==> config.mk <==
export PLATFORM = sky130hd
export DESIGN_NAME = seg_scan_ctrl
export DESIGN_NICKNAME = d
export VERILOG_FILES = /design/src/rtl/seg_scan_ctrl.sv
export SDC_FILE = /design/constraint.sdc
export NUM_CORES = 1
export LEC_CHECK = 0
export BUFFER_PORTS_ARGS = -buffer_cell sky130_fd_sc_hd__buf_2
export CORE_MARGIN = 1.5
export CORE_UTILIZATION = 40
export DETAILED_ROUTE_END_ITERATION = 12
export GPL_TIMING_DRIVEN = 0
export HOLD_SLACK_MARGIN = 0.08
export PLACE_DENSITY_LB_ADDON = 0.05
export SYNTH_ARGS = -nofsm -noshare
export SYNTH_HDL_FRONTEND = slang
export SYNTH_SLANG_ARGS = --single-unit
export TNS_END_PERCENT = 5
==> constraint.sdc <==
create_clock -name clk -period 4.2 [get_ports clk]
set_clock_uncertainty 0.15 [all_clocks]
set_input_delay 0 -clock clk [delete_from_list [all_inputs] [get_ports clk]]
set_output_delay 0 -clock clk [all_outputs]
set_load 0.03 [all_outputs]
==> src/rtl/seg_scan_ctrl.sv <==
// seg_scan_ctrl: time-multiplexed scan controller for a 6-digit, 4-bit-per-digit
// 7-segment display. Walks digits 5..0, selecting each through an external 6:1
// mux. Each digit slot is a blank gap followed by a lit interval. The sampled
// value is decoded to segments.
//
// Optional feature macro: SEG_SCAN_LZS_EN (leading-zero suppression). When it is
// undefined, every digit is shown as decoded and no suppression state exists.
//
// Handshake / timing contract with the digit mux: mux_sel is registered and
// changes only on entry to BLANK. mux_data is a combinational return of mux_sel.
// It is sampled, together with blank_mask/dp_mask, on the last BLANK cycle, so
// the mux path has BLANK_CYC cycles to settle. There is no valid/ready pairing;
// the scan free-runs while en is high.
//
// The FSM state is held in state_q (type state_e) for hierarchical observation.
module seg_scan_ctrl #(
  parameter int SHOW_CYC   = 50000,
  parameter int BLANK_CYC  = 16,
  parameter int ACTIVE_LOW = 1
) (
  input  logic       clk,
  input  logic       RSTn,
  input  logic       en,
  output logic [2:0] mux_sel,
  input  logic [3:0] mux_data,
  input  logic [5:0] blank_mask,
  input  logic [5:0] dp_mask,
  output logic [7:0] seg,
  output logic [5:0] digit_en,
  output logic       frame_done
);

  localparam int MAX_CYC = (SHOW_CYC > BLANK_CYC) ? SHOW_CYC : BLANK_CYC;
  localparam int CNT_W   = $clog2(MAX_CYC) + 1;

  localparam logic [CNT_W-1:0] SHOW_LAST  = CNT_W'(SHOW_CYC - 1);
  localparam logic [CNT_W-1:0] BLANK_LAST = CNT_W'(BLANK_CYC - 1);
  localparam logic [CNT_W-1:0] CNT_ZERO   = '0;
  localparam logic [CNT_W-1:0] CNT_ONE    = CNT_W'(1);

  // Idle levels of the pin drivers depend on board polarity.
  localparam logic [7:0] SEG_OFF = (ACTIVE_LOW != 0) ? 8'hFF : 8'h00;
  localparam logic [5:0] DEN_OFF = (ACTIVE_LOW != 0) ? 6'h3F : 6'h00;
  localparam logic [2:0] PTR_FIRST = 3'd5;

  typedef enum logic [1:0] {
    IDLE  = 2'd0,
    BLANK = 2'd1,
    SHOW  = 2'd2
  } state_e;

  state_e           state_q, state_d;
  logic [CNT_W-1:0] cnt_q, cnt_d;
  logic [2:0]       ptr_q, ptr_d;
  logic [2:0]       mux_sel_q, mux_sel_d;
  logic [7:0]       seg_q, seg_d;
  logic [5:0]       den_q, den_d;
  logic             fd_q, fd_d;

  // Segment pattern (active-high, {g,f,e,d,c,b,a}) for a hex nibble.
  function automatic logic [6:0] hex7(input logic [3:0] v);
    logic [6:0] s;
    case (v)
      4'h0: s = 7'h3F;
      4'h1: s = 7'h06;
      4'h2: s = 7'h5B;
      4'h3: s = 7'h4F;
      4'h4: s = 7'h66;
      4'h5: s = 7'h6D;
      4'h6: s = 7'h7D;
      4'h7: s = 7'h07;
      4'h8: s = 7'h7F;
      4'h9: s = 7'h6F;
      4'hA: s = 7'h77;
      4'hB: s = 7'h7C;
      4'hC: s = 7'h39;
      4'hD: s = 7'h5E;
      4'hE: s = 7'h79;
      default: s = 7'h71;
    endcase
    return s;
  endfunction

  logic lzs_kill;

`ifdef SEG_SCAN_LZS_EN
  // nz: a nonzero digit has already been sampled in the current frame.
  logic nz_q, nz_d;
  logic sample_now, frame_restart;

  // Track whether leading zeros are still being scanned in this frame.
  always_comb begin
    sample_now    = en && (state_q == BLANK) && (cnt_q == BLANK_LAST);
    frame_restart = !en || (state_q == IDLE) ||
                    ((state_q == SHOW) && (cnt_q == SHOW_LAST) && (ptr_q == 3'd0));
    nz_d = nz_q;
    if (frame_restart) begin
      nz_d = 1'b0;
    end else if (sample_now && (mux_data != 4'h0)) begin
      nz_d = 1'b1;
    end
    // Digit 0 always shows, so a lone zero still reads "0".
    lzs_kill = !nz_q && (mux_data == 4'h0) && (ptr_q != 3'd0);
  end

  // Leading-zero flag register.
  always_ff @(posedge clk or negedge RSTn) begin
    if (!RSTn) begin
      nz_q <= 1'b0;
    end else begin
      nz_q <= nz_d;
    end
  end
`else
  assign lzs_kill = 1'b0;
`endif

  logic [6:0] seg_abc;
  logic [7:0] seg_act;
  logic [7:0] seg_drv;
  logic [5:0] den_act;
  logic [5:0] den_drv;

  // Decode the sampled digit into pin levels for the slot at ptr_q.
  always_comb begin
    seg_abc = hex7(mux_data);
    if (blank_mask[ptr_q] || lzs_kill) begin
      seg_abc = 7'h00;
    end
    // dp follows dp_mask even when a-g are blanked.
    seg_act = {dp_mask[ptr_q], seg_abc};
    seg_drv = (ACTIVE_LOW != 0) ? ~seg_act : seg_act;
    den_act = 6'b000001 << ptr_q;
    den_drv = (ACTIVE_LOW != 0) ? ~den_act : den_act;
  end

  // Next-state and registered-output logic for the scan FSM.
  always_comb begin
    state_d   = state_q;
    cnt_d     = cnt_q;
    ptr_d     = ptr_q;
    mux_sel_d = mux_sel_q;
    seg_d     = seg_q;
    den_d     = den_q;
    fd_d      = 1'b0;

    if (!en) begin
      // Dropping en abandons the frame; the next enable starts at digit 5.
      state_d   = IDLE;
      cnt_d     = CNT_ZERO;
      ptr_d     = PTR_FIRST;
      mux_sel_d = PTR_FIRST;
      seg_d     = SEG_OFF;
      den_d     = DEN_OFF;
    end else begin
      case (state_q)
        IDLE: begin
          state_d   = BLANK;
          cnt_d     = CNT_ZERO;
          ptr_d     = PTR_FIRST;
          mux_sel_d = PTR_FIRST;
          seg_d     = SEG_OFF;
          den_d     = DEN_OFF;
        end
        BLANK: begin
          if (cnt_q == BLANK_LAST) begin
            // Capture the settled mux value and light this digit.
            state_d = SHOW;
            cnt_d   = CNT_ZERO;
            seg_d   = seg_drv;
            den_d   = den_drv;
          end else begin
            cnt_d = cnt_q + CNT_ONE;
          end
        end
        SHOW: begin
          if (cnt_q == SHOW_LAST) begin
            state_d = BLANK;
            cnt_d   = CNT_ZERO;
            seg_d   = SEG_OFF;
            den_d   = DEN_OFF;
            if (ptr_q == 3'd0) begin
              ptr_d     = PTR_FIRST;
              mux_sel_d = PTR_FIRST;
              fd_d      = 1'b1;
            end else begin
              ptr_d     = ptr_q - 3'd1;
              mux_sel_d = ptr_q - 3'd1;
            end
          end else begin
            cnt_d = cnt_q + CNT_ONE;
          end
        end
        default: begin
          state_d   = IDLE;
          cnt_d     = CNT_ZERO;
          ptr_d     = PTR_FIRST;
          mux_sel_d = PTR_FIRST;
          seg_d     = SEG_OFF;
          den_d     = DEN_OFF;
        end
      endcase
    end
  end

  // State, counter and output registers.
  always_ff @(posedge clk or negedge RSTn) begin
    if (!RSTn) begin
      state_q   <= IDLE;
      cnt_q     <= CNT_ZERO;
      ptr_q     <= PTR_FIRST;
      mux_sel_q <= PTR_FIRST;
      seg_q     <= SEG_OFF;
      den_q     <= DEN_OFF;
      fd_q      <= 1'b0;
    end else begin
      state_q   <= state_d;
      cnt_q     <= cnt_d;
      ptr_q     <= ptr_d;
      mux_sel_q <= mux_sel_d;
      seg_q     <= seg_d;
      den_q     <= den_d;
      fd_q      <= fd_d;
    end
  end

  assign mux_sel    = mux_sel_q;
  assign seg        = seg_q;
  assign digit_en   = den_q;
  assign frame_done = fd_q;

endmodule
==> out/summary.txt <==
1st-pass router iterations: 4
DR vias: 1,656
HP Class: input pin to flop
Yosys warns: 0
Wire per inst: 12.97 µm
H-tree levels: 2
WS Path Type: flop to flop
Critical path endpoint category: flop
GRT overflow: 0
Worst slew pin tran: 0.8120 ns
Die W: 77.62 µm
VDD IR max: 0.1814 mV
Final hold violation count: 0
Worst rel slew slack: 45.86%
GRT Total Usage: 15.14%
DRC violation count after routing: 0
Power per cell area: 286.0 mW/mm²
Layout cells sized above 1: 34.63%
Hpwl dp: 3051 µm
Pin count of the biggest net entering global routing: 38
Starting DRT DRC Count: 110
Cell Rows: 26
Status: complete, no violations
CTS root buffer: clkbuf_8
Final Net Count: 288
Placed cells: 314
Clk slew on worst S/H paths: 0.07 ns
Top cell type by total area after synthesis: dfrtp_1
Max Transition Viols Final: 0
Gpl congestion: 0.7789
Most frequent cells in the layout: 38 x buf_2, 24 x nor2_1, 21 x dfrtp_1
Commonest non-fill, non-tap cell in the layout: buf_2
Required @ worst endpoint: 4.26 ns
Final setup TNS: 0 ns
Vias in the first global route: 1,579
Synth top area share: 23.60%
Top-Level Pins: 37
Finished Layout Cells: 327
Resized cells post-CTS: 0
Final wirelength: 4241 µm
First-pass GRT wire length: 7224 µm
Max Cap Viol: 0
Synth Instances: 210
Via-to-Cell Ratio: 5.064
CTS sink cnt: 37
Port Buffers: 34
Synthesized area per cell: 10.61 µm²
Postcts setup bufs: 0
Total leakage power: 1.139 nW
Arr. time, crit path: 2.54 ns
Syn Nets: 242
Routed Antenna Nets: 0
Die Ht: 77.62 µm
Clock tree buffer depth: 2
Synth unique cells: 44
CTS buffer count: 5
Register area share after synthesis: 42.47%
Startpoint class of the critical path: flop
Synthesized flop and latch total: 37
CTS tree: yes
CP Max Fanout: 10
Die ar.: 0.006024 mm²
Fmax: 403.4 MHz
Period minus WS final: 2.479 ns
Post-synthesis cell area: 0.002227 mm²
Final Setup Violations: 0
Area growth syn-to-layout: 18.37%
Core Area: 0.005238 mm²
Final-layout fill cell count: 511
Clock latency on the worst-skew pair: 0.28 ns
Initial Util: 42.52%
ANT cells: 0
Fin Hold WS: 0.09482 ns
Area contributors post-synth: dfrtp_1 24%, dfstp_2 19%, ha_1 7.3%
Tcrit/Tclk final: 59.02%
RSZ-0062 raised after global routing: no
Initial antenna violation count: 0
-- layout make-up --
cell class / instances / area [µm²] / share of cell area, %
inverters: 10 / 37.54 / 1.424
plain buffers: 10 / 66.31 / 2.515
flip-flops and latches: 37 / 945.9 / 35.88
repair buffers: 39 / 220.2 / 8.353
multi-input cells: 153 / 1177 / 44.66
clock buffers: 7 / 96.34 / 3.654
well taps: 70 / 87.58 / 3.322
clock inverters: 1 / 5.005 / 0.1898
-- power breakdown --
group	switching, W	leakage [nW]	internal [W]	total [W]
clock	0.000123	0.0542	0.000148	0.000271
combinational	0.0000616	0.624	0.0000480	0.000110
sequential	0.00000475	0.460	0.000369	0.000373
-- layer usage --
layer / global-route usage (%) / part of all wire, %
met1: 18.85 / 46
met2: 26.00 / 48
met3: 3.882 / 5.2
met4: 3.818 / 0.85
met5: 0 / 0
-- timing repair --
| item | in CTS | in global routing |
|---|---|---|
| hold buffers | 5 | 0 |
| endpoints found under the setup margin | 0 | 0 |
| endpoints found under the hold margin | 29 | 0 |
-- synth_stat cells, drive strengths merged --
library cell   n
nor4           3
nand4b         2
mux2i          3
nand3         14
nand2b         3
o21ai          5
o31ai          1
o2bb2ai        1
nand2         14
a211oi         1
xor2           9
nand4          6
and4           1
a31oi          1
nor2          24
dfrtp         21
and2           2
xnor2          6
nor3           3
buf            7
mux2          16
nand3b         1
mux4           2
ha            13
dfstp         16
a21o           1
o21a           2
o211ai         5
inv           10
a32oi          1
a21oi          2
clkbuf         3
and3           6
or4            1
o311ai         4
-- worst max-delay path: stages, from the launching register on --
cell	delay [ns]
dfstp_2	0.56
clkbuf_1	0.40
mux2i_1	0.24
o21ai_0	0.11
a21oi_1	0.42
o311ai_0	0.24
mux2_4	0.30
-- stage by stage --
stage	util, %	power, W	setup WS, ns	instance area (µm²)
2_1_floorplan	-	0.0004534	1.990	2227
3_3_place_gp	47.44	0.0004876	1.660	2485
3_5_place_dp	47.44	0.0004872	1.664	2485
4_1_cts	50.33	0.0007643	1.671	2636
5_1_grt	50.33	0.0007891	1.416	2636
6_report	50.33	0.0007539	1.721	2636
-- state kept, by name, summed over array words and instances (netlist names) --
signal      count
frame_done      1
cnt_q          17
mux_sel         3
seg             8
state_q         2
digit_en        6
-- path summary, 6_finish.rpt --
| path | start | end | slack (ns) | cells past startpoint |
|---|---|---|---|---|
| max in group asynchronous | RSTn | state_q[1]$_DFFE_PN0P_ | 3.19 | 2 |
| min in group asynchronous | RSTn | state_q[0]$_DFFE_PN0P_ | 0.20 | 2 |
| max reg2reg | mux_sel[0]$_DFFE_PN1P_ | seg[6]$_DFFE_PN1P_ | 1.72 | 6 |
| max | mux_sel[0]$_DFFE_PN1P_ | seg[6]$_DFFE_PN1P_ | 1.72 | 6 |
| min reg2reg | cnt_q[0]$_DFF_PN0_ | cnt_q[0]$_DFF_PN0_ | 0.31 | 1 |
| min | mux_data[1] | seg[6]$_DFFE_PN1P_ | 0.09 | 3 |
-- cells by family (layout without fill, tap and decap cells) --
family                     after synthesis  in the layout  synth area share [%]
and+or+nand+nor                         80             80                 18.82
DFF                                     37             37                 42.47
AOI/OAI and AO/OA                       24             24                 8.202
muxes                                   21             21                 12.64
buffers and inverters                   20             67                 4.663
xor gates and xnor gates                15             15                 5.899
adders and majority gates               13             13                 7.304
No activity file was read; power rests on OpenSTA's default activity.
